`src/rtl/uart_tx_arbiter_pkg.sv`:
```
// uart_tx_arbiter_pkg: shared state encoding, uart constants and counter sizing helper
package uart_tx_arbiter_pkg;
  typedef enum logic [1:0] {IDLE = 2'd0, XFER = 2'd1, GAP = 2'd2} arb_state_e;
  localparam int BAUD = 115200;
  localparam int CLK_FRE = 50;
  function automatic int cnt_w(input int n);
    return (n < 1) ? 1 : $clog2(n + 1);
  endfunction
endpackage

```
`src/rtl/uart_tx_arbiter_rr_pick.sv`:
```
// rr_pick: one-hot pick of the first set request searching upward from ptr with wrap
module rr_pick
  import uart_tx_arbiter_pkg::*;
#(
  parameter int N = 2,
  localparam int PW = (N > 1) ? $clog2(N) : 1
) (
  input  logic [N-1:0]  req,
  input  logic [PW-1:0] ptr,
  output logic [N-1:0]  pick,
  output logic          any
);
  // scan offsets from farthest to nearest so the nearest set bit to ptr wins
  always_comb begin
    pick = '0;
    for (int k = N - 1; k >= 0; k--)
      if (req[(int'(ptr) + k) % N]) pick = N'(1) << ((int'(ptr) + k) % N);
  end
  assign any = |req;
endmodule

```
`src/rtl/uart_tx_arbiter.sv`:
```
// uart_tx_arbiter: message-atomic round-robin sharing of one uart_tx byte port
module uart_tx_arbiter
  import uart_tx_arbiter_pkg::*;
#(
  parameter int NUM_REQ      = 2,
  parameter int GAP_CYCLES   = 0,
  parameter int IDLE_TIMEOUT = 5000
) (
  input  logic                 clk,
  input  logic                 rst,
  input  logic [8*NUM_REQ-1:0] req_data,
  input  logic [NUM_REQ-1:0]   req_valid,
  input  logic [NUM_REQ-1:0]   req_last,
  output logic [NUM_REQ-1:0]   req_ready,
  output logic [7:0]           tx_data,
  output logic                 tx_data_valid,
  input  logic                 tx_data_ready,
  output logic [NUM_REQ-1:0]   grant,
  output logic                 busy,
  output logic                 timeout_err
);
  localparam int PW = $clog2(NUM_REQ);
  localparam int IW = cnt_w(IDLE_TIMEOUT);
  localparam int GW = cnt_w(GAP_CYCLES);
  localparam int GAP_LAST = (GAP_CYCLES > 0) ? GAP_CYCLES - 1 : 0;
  arb_state_e state_q, state_d;
  logic [NUM_REQ-1:0] grant_q, grant_d, pick;
  logic [PW-1:0] rr_ptr_q, rr_ptr_d, g_idx, nxt_ptr;
  logic [IW-1:0] idle_cnt_q, idle_cnt_d;
  logic [GW-1:0] gap_cnt_q, gap_cnt_d;
  logic any, done;

  rr_pick #(.N(NUM_REQ)) u_pick (
    .req (req_valid),
    .ptr (rr_ptr_q),
    .pick(pick),
    .any (any)
  );

  // index of the current owner; only meaningful while grant is one-hot
  always_comb begin
    g_idx = '0;
    for (int i = 0; i < NUM_REQ; i++) if (grant_q[i]) g_idx = PW'(i);
  end

  assign nxt_ptr = (g_idx == PW'(NUM_REQ - 1)) ? '0 : g_idx + PW'(1);
  assign grant   = grant_q;
  assign busy    = state_q != IDLE;

  // combinational pass-through from the owner to uart_tx and back
  always_comb begin
    tx_data_valid = (state_q == XFER) && req_valid[g_idx];
    tx_data = tx_data_valid ? req_data[{g_idx, 3'b000} +: 8] : 8'h00;
    req_ready = '0;
    req_ready[g_idx] = (state_q == XFER) && tx_data_ready;
  end

  // arbitration, message completion, eviction and gap sequencing
  always_comb begin
    state_d = state_q;
    grant_d = grant_q;
    rr_ptr_d = rr_ptr_q;
    idle_cnt_d = idle_cnt_q;
    gap_cnt_d = gap_cnt_q;
    timeout_err = 1'b0;
    done = 1'b0;
    case (state_q)
      IDLE: if (any) begin
        grant_d = pick;
        idle_cnt_d = '0;
        state_d = XFER;
      end
      XFER: begin
        if (tx_data_valid && tx_data_ready && req_last[g_idx]) done = 1'b1;
        else if (req_valid[g_idx]) idle_cnt_d = '0;
        else if (idle_cnt_q == IW'(IDLE_TIMEOUT - 1)) begin
          done = 1'b1;
          timeout_err = 1'b1;
        end
        else idle_cnt_d = idle_cnt_q + IW'(1);
        if (done) begin
          grant_d = '0;
          rr_ptr_d = nxt_ptr;
          idle_cnt_d = '0;
          gap_cnt_d = '0;
          state_d = (GAP_CYCLES > 0) ? GAP : IDLE;
        end
      end
      GAP: begin
        gap_cnt_d = gap_cnt_q + GW'(1);
        if (gap_cnt_q == GW'(GAP_LAST)) begin
          gap_cnt_d = '0;
          state_d = IDLE;
        end
      end
      default: state_d = IDLE;
    endcase
  end

  // state and counter registers
  always_ff @(posedge clk) begin
    if (rst) begin
      state_q <= IDLE;
      grant_q <= '0;
      rr_ptr_q <= '0;
      idle_cnt_q <= '0;
      gap_cnt_q <= '0;
    end else begin
      state_q <= state_d;
      grant_q <= grant_d;
      rr_ptr_q <= rr_ptr_d;
      idle_cnt_q <= idle_cnt_d;
      gap_cnt_q <= gap_cnt_d;
    end
  end
endmodule

```
`config.mk`:
```
export PLATFORM = sky130hd
export DESIGN_NAME = uart_tx_arbiter
export DESIGN_NICKNAME = d
export VERILOG_FILES = /design/src/rtl/uart_tx_arbiter_pkg.sv /design/src/rtl/uart_tx_arbiter_rr_pick.sv /design/src/rtl/uart_tx_arbiter.sv
export SDC_FILE = /design/constraint.sdc
export NUM_CORES = 1
export LEC_CHECK = 0
export BUFFER_PORTS_ARGS = -buffer_cell sky130_fd_sc_hd__buf_2
export CAP_MARGIN = 20
export CORE_AREA = 10 10 62 84
export CTS_CLUSTER_DIAMETER = 50
export CTS_CLUSTER_SIZE = 12
export DETAILED_ROUTE_END_ITERATION = 10
export DIE_AREA = 0 0 72 94
export PLACE_DENSITY_LB_ADDON = 0.08
export SLEW_MARGIN = 20
export SYNTH_ARGS = -nofsm -noshare
export SYNTH_HDL_FRONTEND = slang
export SYNTH_SLANG_ARGS = --single-unit
```
`constraint.sdc`:
```
create_clock -name clk -period 4.6 [get_ports clk]
set_input_delay 0 -clock clk [delete_from_list [all_inputs] [get_ports clk]]
set_output_delay 0 -clock clk [all_outputs]
set_load 0.01 [all_outputs]
```
==> metrics.yaml <==
status: "complete, no violations"
clkLatencyLatePin_ns: 0.25
criticalPathCategory: "register to register"
endpoint: "idle_cnt_q[11]$_SDFFE_PP0P_"
cts_buffers: 3
areaGrowthSynthToFinish_pct: 23.1
post-dp-hpwl_mm: 2.50
cts-htree-levels: 1
fin_crit_sh_pct: 49.9
grt_first_pass_wirelength_mm: 5.13
finalPower_uw: 322
crit_cells: 5
drtAntennaViolNets: 0
cts_buffer_depth: 2
static-leakage-power_uw: 0.000554
syn_avg_cell_area_sq_um: 7.60
start_kind: "register"
syn-num-nets: 165
tightest_slew_ns: 0.739
finalInstanceArea_sq_um: 1320
wirelength_mm: 3.12
critPathMaxFanout: 17
die_h_um: 94
clock-sinks: 17
reg2reg_from: "grant[1]$_SDFFE_PP0P_"
drv_slew: 0
finalCriticalPeriod_ns: 2.30
max-cap-violations: 0
power_density_nw_per_um2: 244
clock.fmax_mhz: 435
hold_buffers: 0
fin_ws_ns: 2.30
crit_required_ns: 4.80
via_per_inst: 5.16
antenna_cells: 0
slowest_stage: "dfxtp_1"
yosysSeqAreaShare_pct: 31.7
synth.distinct_cells: 36
path_cells: "mux2_4, or2_0, or3_4, o21ai_0, a22o_1"
root_buffer: "clkbuf_8"
vdd_drop_max_v: 0.000125
max_stage_delay_ns: 0.78
cts_setup_buffers: 0
drive_gt1_share_pct: 25.0
r2r_end: "idle_cnt_q[11]$_SDFFE_PP0P_"
route.detailed.drc: 0
nFillCells: 410
grtUsageTotal_pct: 9.21
mostFrequentLayoutCells: "37 x buf_2, 20 x nand2_1, 18 x nor2_1"
antenna_found_initial: 0
slew_headroom_pct: 50.3
path_clk_slew_ns: 0.07
dr.pass1.iters: 4
stdcell_count: 218
start_util_pct: 29.4
wl_per_cell_um: 14.3
cts_resized: 0
num_vias: 1125
final_hold_viol_count: 0
netlist_area_sq_um: 1070
place_area_sq_um: 1270
skew_ns: 0.00575
first_iter_violations: 48
place_ws_ns: 2.31
cp-startpoint: "grant[1]$_SDFFE_PP0P_"
setup_viol_count_final: 0
r2r_cells: 5
die_width_um: 72
io_buffers: 37
gp_congestion: 0.834
grt_pass1_vias: 1101
reg2reg_slack_ns: 2.30
final_common_cell: "buf_2"
tns_ns: 0
grt_max_degree: 18
synth_seq_cells: 17
core_sq_um: 3640
ios: 38
critPathBufInv: 0
yosysWarnings: 0
rsz0062_at_grt: "no"
overflow: 0
fp.dieArea_sq_um: 6770
fin_nets: 201
end_kind: "register"
hp-class: "input port to register"
cts_tree: "done"
placed_cells: 214
arrival_ns: 2.50
netlist_instances: 141
path_delay_family: "flip-flops"
rows: 26
[sequential cells by signal (all words and copies together) (netlist names)]
| name | flops |
|---|---|
| idle_cnt_q | 13 |
| grant | 2 |
| rr_ptr_q | 1 |
| state_q | 1 |
[worst min path at each step]
stage	from	end	slack, ns	cells after the start
2_1_floorplan	tx_data_ready	req_ready[0]	0.1	2
3_3_place_gp	rst	idle_cnt_q[1]$_SDFFE_PP0P_	0.33	2
3_5_place_dp	rst	idle_cnt_q[1]$_SDFFE_PP0P_	0.33	2
4_1_cts	rst	idle_cnt_q[1]$_SDFFE_PP0P_	0.06	2
5_1_grt	rst	idle_cnt_q[1]$_SDFFE_PP0P_	0.08	2
6_report	rst	idle_cnt_q[1]$_SDFFE_PP0P_	0.07	2
[metrics by stage]
step                      hold WS [ns]  util, %
after global placement           0.328     35.0
after floorplan                 0.0989        -
after CTS                       0.0594     36.2
final                           0.0650     36.2
after detailed placement         0.326     35.0
after global routing            0.0762     36.2
[synth_stat cells]
cell | n | share of area [%]
a21oi_1 | 8 | 3.7
nor3_1 | 4 | 1.9
o21a_1 | 1 | 0.70
nor4_1 | 3 | 1.8
a31oi_1 | 5 | 2.9
nor3_4 | 1 | 1.5
or3_4 | 1 | 1.1
nand2_1 | 20 | 7.0
buf_2 | 1 | 0.47
buf_4 | 1 | 0.70
xor2_1 | 2 | 1.6
a41oi_1 | 1 | 0.82
and4_1 | 1 | 0.82
a22oi_1 | 1 | 0.70
dfxtp_1 | 17 | 32
nand2b_1 | 2 | 1.2
ha_1 | 1 | 1.2
clkbuf_1 | 3 | 1.1
nor2_1 | 18 | 6.3
mux2i_1 | 9 | 8.4
xnor2_1 | 2 | 1.6
o21ai_0 | 9 | 4.2
nand3_1 | 5 | 2.3
and2_1 | 3 | 1.8
and3_1 | 3 | 1.8
inv_1 | 5 | 1.8
nor2b_1 | 2 | 1.2
o221a_2 | 1 | 1.1
nor4b_1 | 2 | 1.6
a2bb2oi_1 | 1 | 0.82
nand4_1 | 2 | 1.2
mux2_4 | 1 | 1.4
nor3b_1 | 2 | 1.4
or2_0 | 1 | 0.58
buf_6 | 1 | 1.1
a22o_1 | 1 | 0.82
[report_power, final]
group          switching, uW  total, uW  internal (uW)  leakage [uW]
combinational           26.3       50.3           24.0      0.000393
sequential              6.65        157            150      0.000138
clock                   53.0        114           61.5     0.0000228
total                   85.9        322            236      0.000554
[cells by family (layout without fill, tap and decap cells)]
kind of cell | Yosys count | in the layout | synth area share [%]
simple gates | 70 | 70 | 33.3
compound gates | 28 | 28 | 15.8
flops | 17 | 17 | 31.7
buf+inv | 11 | 46 | 5.02
mux | 10 | 10 | 9.80
xor+xnor | 4 | 4 | 3.27
fa+ha+maj | 1 | 1 | 1.17
[routing by layer]
metal  wire [um]  share of wire, %  track usage [%]  vias up
met4          46               1.5             3.56        0
met1        1230                39             9.64      526
met3         167               5.4             2.43        4
met2        1680                54             16.8       26
met5           0                 0                0        -
li1            -                 -                -      569
[cell type report]
class	instances	area [sq um]	area share, %
Timing Repair Buffer	37	185	14.0
Inverter	5	18.8	1.42
Clock buffer	4	45.0	3.41
Sequential cell	17	340	25.8
Multi-Input combinational cell	113	678	51.4
Tap cell	42	52.6	3.98
Power figures use the tool's default switching activity.
